### src/rtl/sd_pkg.sv
// Shared constants for the SD initialisation sequencer: command indices,
// fixed arguments, card type encodings and the sequencer state set.
package sd_pkg;

  localparam logic [5:0] CMD0   = 6'd0;
  localparam logic [5:0] CMD2   = 6'd2;
  localparam logic [5:0] CMD3   = 6'd3;
  localparam logic [5:0] CMD7   = 6'd7;
  localparam logic [5:0] CMD8   = 6'd8;
  localparam logic [5:0] CMD16  = 6'd16;
  localparam logic [5:0] CMD17  = 6'd17;
  localparam logic [5:0] ACMD41 = 6'd41;
  localparam logic [5:0] CMD55  = 6'd55;

  localparam logic [11:0] CMD8_CHECK     = 12'h1AA;
  localparam logic [31:0] CMD8_ARG       = 32'h0000_01AA;
  localparam logic [31:0] ACMD41_ARG_HCS = 32'h4010_0000;
  localparam logic [31:0] ACMD41_ARG_SD  = 32'h0010_0000;
  localparam logic [31:0] BLOCK_LEN      = 32'd512;
  // R1 bits [31:19] are the error flags; lower bits are state/status only.
  localparam logic [31:0] R1_ERR_MASK    = 32'hFFF8_0000;

  localparam logic [1:0] CARD_UNKNOWN = 2'd0;
  localparam logic [1:0] CARD_SDV1    = 2'd1;
  localparam logic [1:0] CARD_SDV2    = 2'd2;
  localparam logic [1:0] CARD_SDHC    = 2'd3;

  typedef enum logic [3:0] {
    ST_CMD0, ST_CMD8, ST_CMD55, ST_ACMD41, ST_CMD2, ST_CMD3,
    ST_CMD7, ST_CMD16, ST_CMD17, ST_FINISH, ST_READY, ST_ERROR
  } state_t;

endpackage

### src/rtl/sd_init_seq.sv
// SD card initialisation and single-block read command sequencer that drives
// the command-line controller; each command state has an ISSUE and a WAIT phase.
module sd_init_seq
  import sd_pkg::*;
#(
  parameter logic [15:0] CLKDIV_INIT  = 16'd78,
  parameter logic [15:0] CLKDIV_FAST  = 16'd1,
  parameter logic [15:0] PRECNT_INIT  = 16'd80,
  parameter logic [15:0] PRECNT_CMD   = 16'd8,
  parameter logic [15:0] PRECNT_R2    = 16'd96,
  parameter logic [15:0] ACMD41_TRIES = 16'd2000,
  parameter logic [1:0]  CMD_RETRIES  = 2'd3
) (
  input  logic        clk,
  input  logic        rst,
  input  logic        reinit,
  output logic [15:0] clkdiv,
  output logic        cmd_start,
  output logic [15:0] cmd_precnt,
  output logic [5:0]  cmd_cmd,
  output logic [31:0] cmd_arg,
  input  logic        cmd_busy,
  input  logic        cmd_done,
  input  logic        cmd_timeout,
  input  logic        cmd_syntaxe,
  input  logic [31:0] cmd_resparg,
  input  logic        rd_req,
  input  logic [31:0] rd_sector,
  output logic        rd_ack,
  output logic        rd_ok,
  output logic        rd_err,
  output logic        init_done,
  output logic        init_err,
  output logic [1:0]  card_type
);

  state_t      state;
  logic        waiting;
  logic        v1;
  logic        reinit_pend;
  logic [1:0]  retry;
  logic [15:0] tries;
  logic [15:0] rca;
  logic        failed;

  assign failed = cmd_timeout | cmd_syntaxe;

  task restart();
    state       <= ST_CMD0;
    waiting     <= 1'b0;
    v1          <= 1'b0;
    reinit_pend <= 1'b0;
    retry       <= 2'd0;
    tries       <= 16'd0;
    rca         <= 16'd0;
    clkdiv      <= CLKDIV_INIT;
    cmd_start   <= 1'b0;
    cmd_precnt  <= PRECNT_INIT;
    cmd_cmd     <= CMD0;
    cmd_arg     <= 32'd0;
    rd_ack      <= 1'b0;
    rd_ok       <= 1'b0;
    rd_err      <= 1'b0;
    init_done   <= 1'b0;
    init_err    <= 1'b0;
    card_type   <= CARD_UNKNOWN;
  endtask

  // Command fields are loaded on entry so they are stable from the first ISSUE cycle.
  task enter(input state_t s, input logic [5:0] idx, input logic [31:0] arg,
             input logic [15:0] pre);
    state      <= s;
    waiting    <= 1'b0;
    retry      <= 2'd0;
    cmd_cmd    <= idx;
    cmd_arg    <= arg;
    cmd_precnt <= pre;
  endtask

  task go_error();
    state     <= ST_ERROR;
    waiting   <= 1'b0;
    init_err  <= 1'b1;
    init_done <= 1'b0;
  endtask

  task retry_or_fail();
    if (retry < CMD_RETRIES) begin
      retry   <= retry + 2'd1;
      waiting <= 1'b0;
    end else begin
      go_error();
    end
  endtask

  // A reinit that lands mid-command is held until cmd_done so no start pulse
  // can reach the controller while it is still busy with the old command.
  always_ff @(posedge clk or posedge rst) begin
    if (rst) begin
      restart();
    end else begin
      cmd_start <= 1'b0;
      rd_ack    <= 1'b0;
      rd_ok     <= 1'b0;
      rd_err    <= 1'b0;
      if ((reinit || reinit_pend) && (!waiting || cmd_done)) begin
        restart();
      end else if (reinit) begin
        reinit_pend <= 1'b1;
      end else if (!reinit_pend) begin
        if (!waiting) begin
          case (state)
            ST_FINISH: begin
              clkdiv    <= CLKDIV_FAST;
              init_done <= 1'b1;
              state     <= ST_READY;
            end
            ST_READY: begin
              if (rd_req) begin
                rd_ack <= 1'b1;
                enter(ST_CMD17, CMD17,
                      (card_type == CARD_SDHC) ? rd_sector : {rd_sector[22:0], 9'd0},
                      PRECNT_CMD);
              end
            end
            ST_ERROR: ;
            default: begin
              if (!cmd_busy) begin
                cmd_start <= 1'b1;
                waiting   <= 1'b1;
              end
            end
          endcase
        end else if (cmd_done) begin
          case (state)
            ST_CMD0: enter(ST_CMD8, CMD8, CMD8_ARG, PRECNT_CMD);
            ST_CMD8: begin
              if (cmd_timeout) begin
                v1 <= 1'b1;
                enter(ST_CMD55, CMD55, 32'd0, PRECNT_CMD);
              end else if (!cmd_syntaxe && cmd_resparg[11:0] == CMD8_CHECK) begin
                v1 <= 1'b0;
                enter(ST_CMD55, CMD55, 32'd0, PRECNT_CMD);
              end else begin
                go_error();
              end
            end
            ST_CMD55: begin
              if (failed) retry_or_fail();
              else enter(ST_ACMD41, ACMD41, v1 ? ACMD41_ARG_SD : ACMD41_ARG_HCS, PRECNT_CMD);
            end
            ST_ACMD41: begin
              if (!cmd_timeout && cmd_resparg[31]) begin
                card_type <= v1 ? CARD_SDV1 : (cmd_resparg[30] ? CARD_SDHC : CARD_SDV2);
                enter(ST_CMD2, CMD2, 32'd0, PRECNT_CMD);
              end else if (tries + 16'd1 == ACMD41_TRIES) begin
                go_error();
              end else begin
                tries <= tries + 16'd1;
                enter(ST_CMD55, CMD55, 32'd0, PRECNT_CMD);
              end
            end
            ST_CMD2: begin
              if (cmd_timeout) retry_or_fail();
              else enter(ST_CMD3, CMD3, 32'd0, PRECNT_R2);
            end
            ST_CMD3: begin
              if (failed) begin
                retry_or_fail();
              end else begin
                rca <= cmd_resparg[31:16];
                enter(ST_CMD7, CMD7, {cmd_resparg[31:16], 16'h0}, PRECNT_CMD);
              end
            end
            ST_CMD7: begin
              if (failed) begin
                retry_or_fail();
              end else if (card_type == CARD_SDHC) begin
                state   <= ST_FINISH;
                waiting <= 1'b0;
                retry   <= 2'd0;
              end else begin
                enter(ST_CMD16, CMD16, BLOCK_LEN, PRECNT_CMD);
              end
            end
            ST_CMD16: begin
              if (failed) begin
                retry_or_fail();
              end else begin
                state   <= ST_FINISH;
                waiting <= 1'b0;
                retry   <= 2'd0;
              end
            end
            ST_CMD17: begin
              if (!failed && (cmd_resparg & R1_ERR_MASK) == 32'd0) rd_ok <= 1'b1;
              else rd_err <= 1'b1;
              state   <= ST_READY;
              waiting <= 1'b0;
            end
            default: ;
          endcase
        end
      end
    end
  end

endmodule
### config.mk
export PLATFORM = sky130hd
export DESIGN_NAME = sd_init_seq
export DESIGN_NICKNAME = d
export VERILOG_FILES = /design/src/rtl/sd_pkg.sv /design/src/rtl/sd_init_seq.sv
export SDC_FILE = /design/constraint.sdc
export NUM_CORES = 1
export LEC_CHECK = 0
export CAP_MARGIN = 20
export CORE_MARGIN = 10
export CORE_UTILIZATION = 49
export CTS_CLUSTER_SIZE = 25
export DETAILED_ROUTE_END_ITERATION = 10
export PLACE_DENSITY_LB_ADDON = 0.08
export SETUP_SLACK_MARGIN = 0.3
export SLEW_MARGIN = 20
export SYNTH_ARGS = -nofsm -noshare
export SYNTH_HDL_FRONTEND = slang
export SYNTH_SLANG_ARGS = --single-unit
export TNS_END_PERCENT = 50
### constraint.sdc
create_clock -name clk -period 3.4 [get_ports clk]
set_input_delay 0.34 -clock clk [delete_from_list [all_inputs] [get_ports clk]]
set_output_delay 0.34 -clock clk [all_outputs]
set_load 0.05 [all_outputs]
==> qor.csv, run 1 <==
stage,metric,value,unit
power,Leakage,0.00283,uW
sta,"Min Clock Period, post-route",2.89,ns
sta,final setup TNS,0,ns
placement,detailed placer's ending HPWL,12700,um
logic_synthesis,ys flop type,dfrtp_1,
logic_synthesis,number of synthesized flops with an enable pin,0,
cells_and_area,nets@finish,764,
global_route,first-pass GRT wire length,27000,um
worst_setup_path,crit start category,register,
detailed_routing,Post-Route WL,16900,um
worst_setup_path,crit end category,register,
sta,Final Setup Violations,0,
clock_network,post-CTS setup buffer count,0,
detailed_routing,Iteration-0 DRC Markers,457,
sta,Pins Over Slew Limit,0,
clock_network,CTS Buffer Depth,2,
logic_synthesis,syn_area_per_cell,8.95,um2
sta,period utilization,0.851,
die,FP Rows,37,
die,Die Span X,123,um
cells_and_area,Layout area overhead,28.4,%
detailed_routing,wire per inst,20.3,um
placement,RePlAce Congestion,0.942,
global_route,Global Route Usage Sum,0.225,
global_route,largest net degree at the start of global routing,78,
power,Pint,2370,uW
logic_synthesis,synth unique cells,70,
cells_and_area,final core utilization,0.644,
power,VDD IR max,0.000538,V
die,DIE AREA,15100,um2
die,I/O pins,150,
power,Pwr Total,4410,uW
clock_network,clock root cell,clkbuf_8,
logic_synthesis,asr flop ratio synth,1.00,
clock_network,clk sinks,77,
detailed_routing,drt drc,0,
logic_synthesis,YS warnings,0,
worst_setup_path,CP Max Fanout,10,
cells_and_area,layout cell share with drive strength beyond 1,0.141,
power,power density over cell area,664,nW/um2
sta,Min Hold Slack,0.492,ns
sta,RSZ-0062 raised after global routing,no,
clock_network,Worst-path clk slew,0.09,ns
logic_synthesis,register bit total from synthesis,77,
clock_network,CTS tree,built,
sta,Max Freq,0.346,GHz
worst_setup_path,WS Path Type,register to register,
die,Starting Density,0.501,
detailed_routing,DRT Pass-1 Iters,6,
power,Sw Share,0.462,
sta,Fin. Hold Viols,0,
power,NetSw,2040,uW
global_route,initial antenna violation count,0,
clock_network,hold buffers post-CTS,0,
sta,Least-Margin Pin Slew,0.983,ns
logic_synthesis,Post-Syn Instances,578,
placement,Inst Count DP,816,
power,Comb pwr share,0.533,
worst_setup_path,Worst Path Required,3.66,ns
logic_synthesis,"area leader, netlist",dfrtp_1,
clock_network,CTS Buf Count,9,
sta,Rel. slew slack,0.345,
cells_and_area,"non-filler cells, final",832,
logic_synthesis,Mapped Area,5170,um2
hold_path,class of the worst hold path,register to register,
detailed_routing,DRT antenna net count,0,
run_status,status,"complete, no violations",
die,Vert. Die Dim,123,um
worst_setup_path,Worst Path Arrival,3.15,ns
clock_network,htree depth,3,
cells_and_area,ANT cells,0,
logic_synthesis,Yosys top cell area share,0.358,
sta,Clock Skews,0.0158,ns
logic_synthesis,"top cells by area, synth","dfrtp_1, mux2_4, nand2_1",
detailed_routing,detailed-route via count,4870,
global_route,grt ovf,0,
power,Seq pwr share,0.297,
global_route,number of global-route vias before repair,4999,
clock_network,Post-CTS Resized,0,
logic_synthesis,"Seq/Total Area, Yosys",0.373,
placement,PortBufs,122,
clock_network,clk_lat worst skew,0.37,ns
detailed_routing,vias per cell,5.85,
die,core box area,10300,um2
power,Clk pwr share,0.170,
run,Max Cap Viol,0,
state kept, by name, summed over array words and instances, names as in the netlist:
register / flops
cmd_cmd: 6
card_type: 2
clkdiv: 2
init_done: 1
state: 4
cmd_arg: 32
tries: 16
retry: 2
init_err: 1
cmd_precnt: 4
rd_ok: 1
rd_err: 1
rd_ack: 1
cmd_start: 1
reinit_pend: 1
waiting: 1
v1: 1
critical path: stages (launching register included):
cell and delay (ns):
dfrtp_1 0.45, ha_1 0.34, and4_1 0.32, a211oi_1 0.10, o211a_1 0.24, o2111ai_4 0.31
o21a_1 0.39, nand3_1 0.31, o41ai_1 0.33
layout by cell type (no fill, tap or decap), drive strengths merged, types with 16 or more instances in the layout:
| master | n |
|---|---|
| conb | 23 |
| mux2 | 40 |
| nor2 | 44 |
| o21ai | 44 |
| clkdlybuf4s50 | 122 |
| nand2 | 85 |
| buf | 19 |
| a21oi | 38 |
| inv | 19 |
| mux2i | 16 |
| dfrtp | 74 |
| nor3 | 16 |
layout make-up:
class / count / area [um2]
clock buffers: 10 / 138
clock inverters: 6 / 66.3
fillers: 907 / 3680
inverters: 16 / 60.1
multi-input cells: 446 / 2900
flip-flops and latches: 77 / 1930
well taps: 136 / 170
repair buffers: 141 / 1380
per-layer routing:
metal,share of wire,global-route usage
met1,0.41,0.281
met2,0.48,0.363
met3,0.096,0.0762
met4,0.012,0.0596
met5,0,0
through the flow:
stage	area, um2	setup slack (ns)
after global placement	6440	0.553
final	6650	0.508
after CTS	6650	0.555
after global routing	6650	0.315
after floorplan	5260	0.901
after detailed placement	6440	0.537
kinds of logic (layout without fill, tap and decap cells):
| family | Yosys count | in the layout | share of synthesized area |
|---|---|---|---|
| other | 1 | 23 | 0.000725 |
| adder cells (fa/ha/maj) | 1 | 1 | 0.00242 |
| flip-flops | 77 | 77 | 0.373 |
| AO/OA/AOI/OAI | 145 | 145 | 0.189 |
| buffers and inverters | 77 | 173 | 0.0817 |
| AND/OR/NAND/NOR | 221 | 221 | 0.209 |
| multiplexers | 56 | 56 | 0.145 |
worst paths after layout:
kind                                from            end  slack, ns  cells past startpoint
max                             tries[0]      tries[12]       0.51                      8
min                        cmd_precnt[6]  cmd_precnt[6]       0.49                      2
max reg2reg                     tries[0]      tries[12]       0.51                      8
min reg2reg                cmd_precnt[6]  cmd_precnt[6]       0.49                      2
max in group asynchronous            rst      cmd_start       2.17                      3
min in group asynchronous            rst     cmd_arg[8]       0.58                      3
cells in the mapped netlist, types with 3 or more instances:
cell type	instances
a31oi_1	5
or3_1	7
buf_2	5
a22o_1	5
mux2i_1	16
nand4_1	9
nand2b_1	6
nor3_1	15
buf_6	4
dfstp_2	3
nor4_1	9
a41oi_1	3
o21ai_0	41
a22oi_1	3
dfrtp_1	74
inv_1	16
a21oi_1	36
clkbuf_1	25
a32oi_1	3
nand3_1	10
nand2_1	85
o21ai_1	3
nor2b_1	6
nor2_1	43
buf_4	26
mux2_2	3
mux2_4	37
and2_1	3
o41ai_1	3
o22ai_1	8
a31o_2	5
and3_1	11
power by group through the flow:
stage / sequential (uW) / clock (uW) / combinational [uW]
floorplan: 1860 / 0 / 1060
global placement: 1320 / 0 / 2320
detailed placement: 1320 / 0 / 2350
CTS: 1310 / 752 / 2350
global route: 1340 / 785 / 2480
finish: 1310 / 749 / 2350
No activity file was read; power rests on OpenSTA's default activity.
==> run 2: changes to the inputs <==
- RECOVER_POWER: unset -> 25
==> qor.csv, run 2 (synthesis gave the netlist of run 1 again) <==
stage,metric,value,unit,change
cells_and_area,layout cell share with drive strength beyond 1,0.138,,-0.00287
detailed_routing,Iteration-0 DRC Markers,451,,-1.3%
cells_and_area,Layout area overhead,28.3,%,about the same
die,Vert. Die Dim,123,um,unchanged
run_status,failing checks,"capacitance limit, slew limit",,
sta,Max Freq,0.346,GHz,about the same
sta,Rel. slew slack,-0.277,,-0.621
sta,Pins Over Slew Limit,78,,+78
clock_network,CTS tree,built,,
sta,"Min Clock Period, post-route",2.89,ns,-0.000675 ns
detailed_routing,wire per inst,20.3,um,-0.15%
clock_network,hold buffers post-CTS,0,,unchanged
global_route,grt ovf,0,,unchanged
power,Comb pwr share,0.532,,about the same
clock_network,post-CTS setup buffer count,0,,unchanged
sta,"crit path setup slack, layout",0.508,ns,+0.000675 ns
clock_network,Post-CTS Resized,0,,unchanged
global_route,Global Route Usage Sum,0.225,,unchanged
worst_setup_path,crit end category,register,,
power,Sw Share,0.462,,about the same
clock_network,htree depth,3,,unchanged
sta,Clock Skews,0.0154,ns,-0.000398 ns
die,FP Rows,37,,unchanged
cells_and_area,ANT cells,0,,unchanged
power,NetSw,2040,uW,unchanged
clock_network,clock root cell,clkbuf_8,,
sta,Least-Margin Pin Slew,1.91,ns,+0.932 ns
power,Seq pwr share,0.298,,about the same
sta,Final Setup Violations,0,,unchanged
cells_and_area,Biggest register,cmd_arg,,
die,I/O pins,150,,unchanged
detailed_routing,DRT antenna net count,0,,unchanged
global_route,largest net degree at the start of global routing,78,,unchanged
run_status,status,"complete, but fails checks",,
detailed_routing,DRT Pass-1 Iters,5,,-1
placement,RePlAce Congestion,0.942,,unchanged
clock_network,clk sinks,77,,unchanged
detailed_routing,drt drc,0,,unchanged
sta,Fin. Hold Viols,0,,unchanged
global_route,initial antenna violation count,0,,unchanged
power,Pint,2370,uW,about the same
placement,PortBufs,122,,unchanged
cells_and_area,Register Area,1930,um2,unchanged
sta,final setup TNS,0,ns,unchanged
cells_and_area,nets@finish,764,,unchanged
power,VDD IR max,0.000538,V,about the same
worst_setup_path,Worst Path Required,3.66,ns,about the same
placement,Inst Count DP,816,,unchanged
cells_and_area,max reg flops,32,,unchanged
placement,DP Worst Slack,0.537,ns,unchanged
clock_network,CTS Buf Count,9,,unchanged
die,Die Span X,123,um,unchanged
placement,detailed placer's ending HPWL,12700,um,unchanged
cells_and_area,most frequent cells in the layout,"clkdlybuf4s50_1, nand2_1, dfrtp_1, nor2_1, o21ai_0",,
power,Clk pwr share,0.170,,about the same
hold_path,class of the worst hold path,register to register,,
cells_and_area,Filler Cell Count,908,,+0.11%
global_route,first-pass GRT wire length,27000,um,unchanged
clock_network,Worst-path clk slew,0.09,ns,about the same
power,Leakage,0.00282,uW,-0.24%
run,Max Cap Viol,1,,+1
cells_and_area,Largest regs,"cmd_arg (32), tries (16), cmd_cmd (6)",,
cells_and_area,"most common cell after layout, fill and taps aside",clkdlybuf4s50_1,,
cells_and_area,multi-input logic area,2900,um2,unchanged
cells_and_area,"non-filler cells, final",832,,unchanged
global_route,number of global-route vias before repair,4999,,unchanged
worst_setup_path,crit start category,register,,
clock_network,CTS Buffer Depth,2,,unchanged
die,core box area,10300,um2,unchanged
clock_network,clk_lat worst skew,0.37,ns,about the same
detailed_routing,vias per cell,5.91,,+1.0%
detailed_routing,Post-Route WL,16900,um,-0.15%
power,power density over cell area,664,nW/um2,about the same
worst_setup_path,Worst Path Arrival,3.15,ns,about the same
sta,RSZ-0062 raised after global routing,no,,
detailed_routing,detailed-route via count,4919,,+1.0%
worst_setup_path,WS Path Type,register to register,,
worst_setup_path,CP Max Fanout,10,,unchanged
sta,period utilization,0.850,,about the same
die,Starting Density,0.501,,unchanged
die,DIE AREA,15100,um2,unchanged
cells_and_area,final core utilization,0.643,,about the same
## run 2: cell count changes in the layout (fill, tap and decap cells not counted)
cell / previous run / this run
inv_2: 1 / 0
dlygate4sd3_1: 0 / 1
clkbuf_2: 0 / 1
clkinv_1: 0 / 1
clkbuf_1: 0 / 1
clkdlybuf4s50_1: 122 / 121
buf_4: 18 / 16
## run 2: layer usage
metal	vias to the layer above	wire [um]	track usage
met2	244	8030	0.363
met4	0	258	0.0596
met5	-	0	0
met3	34	1600	0.0762
li1	2267	-	-
met1	2374	6990	0.281
## run 2: final timing paths
| kind | from | endpoint | slack [ns] | cells past startpoint |
|---|---|---|---|---|
| setup / recovery | tries[0] | tries[12] | 0.51 | 8 |
| hold / removal | cmd_precnt[6] | cmd_precnt[6] | 0.49 | 2 |
| setup reg to reg | tries[0] | tries[12] | 0.51 | 8 |
| hold reg to reg | cmd_precnt[6] | cmd_precnt[6] | 0.49 | 2 |
| max in group asynchronous | rst | cmd_start | 1.17 | 3 |
| min in group asynchronous | rst | cmd_arg[8] | 1.09 | 3 |
## run 2: critical path, cell delays in order (launching register included)
cell       delay, ns
dfrtp_1         0.45
ha_1            0.34
and4_1          0.32
a211oi_1        0.10
o211a_1         0.24
o2111ai_4       0.31
o21a_1          0.39
nand3_1         0.32
o41ai_1         0.33
## run 2: per-stage QoR
| stage | power (uW) | area, um2 | hold WS, ns |
|---|---|---|---|
| after floorplan | 2920 | 5260 | 0.418 |
| after detailed placement | 3660 | 6440 | 0.479 |
| after global placement | 3640 | 6440 | 0.467 |
| after CTS | 4410 | 6650 | 0.490 |
| final | 4410 | 6640 | 0.492 |
| after global routing | 4610 | 6640 | 0.497 |
## run 2: area by class of cell
type / count / share of cell area
Tap cell: 136 / 0.0256
Timing Repair Buffer: 141 / 0.206
Sequential cell: 77 / 0.291
Clock inverter: 6 / 0.00999
Multi-Input combinational cell: 446 / 0.437
Clock buffer: 10 / 0.0207
Inverter: 16 / 0.00905
## run 2: power groups by stage
stage | Combinational [uW] | Clock [uW] | Sequential, uW
2_1_floorplan | 1060 | 0 | 1860
3_3_place_gp | 2320 | 0 | 1320
3_5_place_dp | 2350 | 0 | 1320
4_1_cts | 2350 | 752 | 1310
5_1_grt | 2480 | 785 | 1340
6_report | 2350 | 749 | 1310
==> run 3: changes to the inputs <==
- clock period: 3.4 -> 3.1 ns (I/O delays scaled with it)
==> qor.csv, run 3 (synthesis gave the netlist of run 1 again) <==
stage,metric,value,unit,change
placement,placed instance area,6490,um2,+0.78%
worst_setup_path,Worst Path Required,3.35,ns,-0.31 ns
die,core box area,10300,um2,unchanged
global_route,number of global-route vias before repair,4920,,-1.6%
clock_network,CTS Buffer Depth,2,,unchanged
sta,Clock Skews,0.00974,ns,-0.00567 ns
worst_setup_path,critical path's slowest cell,dfrtp_2,,
run,Max Cap Viol,0,,-1
global_route,initial antenna violation count,0,,unchanged
clock_network,CTS Buf Count,9,,unchanged
detailed_routing,Post-Route WL,17100,um,+1.1%
die,DIE AREA,15100,um2,unchanged
run_status,status,"complete, no violations",,
cells_and_area,"Design Area, Final",6710,um2,+1.1%
die,FP Rows,37,,unchanged
worst_setup_path,Worst Path Arrival,2.94,ns,-0.21 ns
sta,Max Freq,0.371,GHz,+7.4%
hold_path,class of the worst hold path,register to register,,
placement,PortBufs,122,,unchanged
worst_setup_path,CP Max Fanout,16,,+6
detailed_routing,Iteration-0 DRC Markers,440,,-2.4%
clock_network,htree depth,3,,unchanged
sta,Final Setup Violations,0,,unchanged
worst_setup_path,WS Path Type,register to register,,
clock_network,clk sinks,77,,unchanged
power,Leakage,0.00286,uW,+1.1%
clock_network,clk_lat worst skew,0.36,ns,about the same
worst_setup_path,crit start category,register,,
power,VDD IR max,0.000631,V,+17%
cells_and_area,Largest regs,"cmd_arg (32), tries (16), cmd_cmd (6)",,
detailed_routing,DRT Pass-1 Iters,5,,unchanged
cells_and_area,multi-input logic area,2920,um2,+0.69%
sta,Least-Margin Pin Slew,1.36,ns,-0.559 ns
detailed_routing,vias per cell,5.86,,-0.94%
clock_network,Worst-path clk slew,0.09,ns,about the same
placement,RePlAce Congestion,0.988,,+4.9%
power,power density over cell area,716,nW/um2,+7.8%
cells_and_area,Layout area overhead,29.7,%,
clock_network,clock root cell,clkbuf_8,,
clock_network,CTS tree,built,,
placement,detailed placer's ending HPWL,13100,um,+3.0%
sta,period utilization,0.869,,+0.0182
detailed_routing,drt drc,0,,unchanged
die,Vert. Die Dim,123,um,unchanged
cells_and_area,Filler Cell Count,891,,-1.9%
worst_setup_path,worst-path cell chain,ha_2 -> and4_1 -> and3_1 -> a2111oi_4 -> o2111ai_4 -> nor2_4 -> a21oi_4 -> buf_4 -> mux2_4,,
die,Starting Density,0.501,,unchanged
global_route,Global Route Usage Sum,0.222,,-0.00322
cells_and_area,layout cell share with drive strength beyond 1,0.152,,+0.0145
die,Die Span X,123,um,unchanged
cells_and_area,nets@finish,770,,+0.79%
cells_and_area,max reg flops,32,,unchanged
detailed_routing,detailed-route via count,4908,,-0.22%
worst_setup_path,Worst R2R Setup Slack,0.41,ns,-0.10 ns
cells_and_area,ANT cells,0,,unchanged
worst_setup_path,"slowest stage delay, CP",0.45,ns,about the same
sta,final setup TNS,0,ns,unchanged
sta,Rel. slew slack,0.0954,,+0.372
hold_path,Hold Path Depth,2,,unchanged
sta,Fin. Hold Viols,0,,unchanged
sta,"Min Clock Period, post-route",2.69,ns,-0.199 ns
cells_and_area,Biggest register,cmd_arg,,
global_route,largest net degree at the start of global routing,45,,-42%
cells_and_area,final core utilization,0.650,,+0.00715
sta,RSZ-0062 raised after global routing,no,,
cells_and_area,"most common cell after layout, fill and taps aside",clkdlybuf4s50_1,,
die,I/O pins,150,,unchanged
cells_and_area,most frequent cells in the layout,"clkdlybuf4s50_1, nand2_1, dfrtp_1, nor2_1, o21ai_0",,
global_route,grt ovf,0,,unchanged
worst_setup_path,reg2reg path depth,9,,+1
sta,Pins Over Slew Limit,0,,-100%
detailed_routing,DRT antenna net count,0,,unchanged
cells_and_area,Register Area,1930,um2,+0.13%
worst_setup_path,crit end category,register,,
global_route,first-pass GRT wire length,26500,um,-1.8%
detailed_routing,wire per inst,20.4,um,+0.40%
run 3: changes by cell type in the layout (fill, tap and decap cells not counted), sizes merged:
cell and change:
clkbuf +1, bufinv -1, clkinv -1, buf +7, inv -1, clkinvlp +1
run 3: per-layer routing:
metal	up-vias	track usage	share of wire
li1	2283	-	-
met2	251	0.355	0.47
met3	32	0.0657	0.093
met1	2342	0.283	0.42
met4	0	0.0655	0.016
met5	-	0	0
run 3: layout make-up:
type / count / area share
well taps: 136 / 0.0253
multi-input cells: 446 / 0.436
clock inverters: 4 / 0.00447
inverters: 16 / 0.00895
repair buffers: 147 / 0.213
clock buffers: 12 / 0.0246
flip-flops and latches: 77 / 0.288
run 3: worst paths after layout:
check / startpoint / to
max: tries[0] / cmd_arg[2]
min: cmd_precnt[6] / cmd_precnt[6]
max reg2reg: tries[0] / cmd_arg[2]
min reg2reg: cmd_precnt[6] / cmd_precnt[6]
max in group asynchronous: rst / clkdiv[3]
min in group asynchronous: rst / cmd_arg[17]
run 3: through the flow:
stage / setup WS [ns] / hold slack [ns] / total power, uW / std cells
5_1_grt: 0.306 / 0.507 / 5020 / 838
2_1_floorplan: 0.601 / 0.388 / 3200 / 600
3_3_place_gp: 0.247 / 0.472 / 4030 / 821
3_5_place_dp: 0.217 / 0.474 / 4040 / 821
6_report: 0.407 / 0.486 / 4810 / 838
4_1_cts: 0.352 / 0.424 / 4800 / 837
run 3: critical path, delay by kind of cell, from the launching register on:
family / cells / cell delay (ns)
simple gates: 3 / 0.65
mux: 1 / 0.32
flops: 1 / 0.45
fa+ha+maj: 1 / 0.25
buf+inv: 1 / 0.22
compound gates: 3 / 0.66
run 3: where the power goes:
group / switching, uW / total (uW) / internal (uW)
logic: 1620 / 2620 / 1000
clock network: 396 / 756 / 360
registers: 201 / 1430 / 1230
run 3: timing repair:
action | CTS | global route
cloned | 0 | 0
hold buffers | 0 | 0
buffers inserted | 0 | 1
pin swaps | 1 | 1
gates resized for setup | 2 | 4
endpoints found under the setup margin | 7 | 45
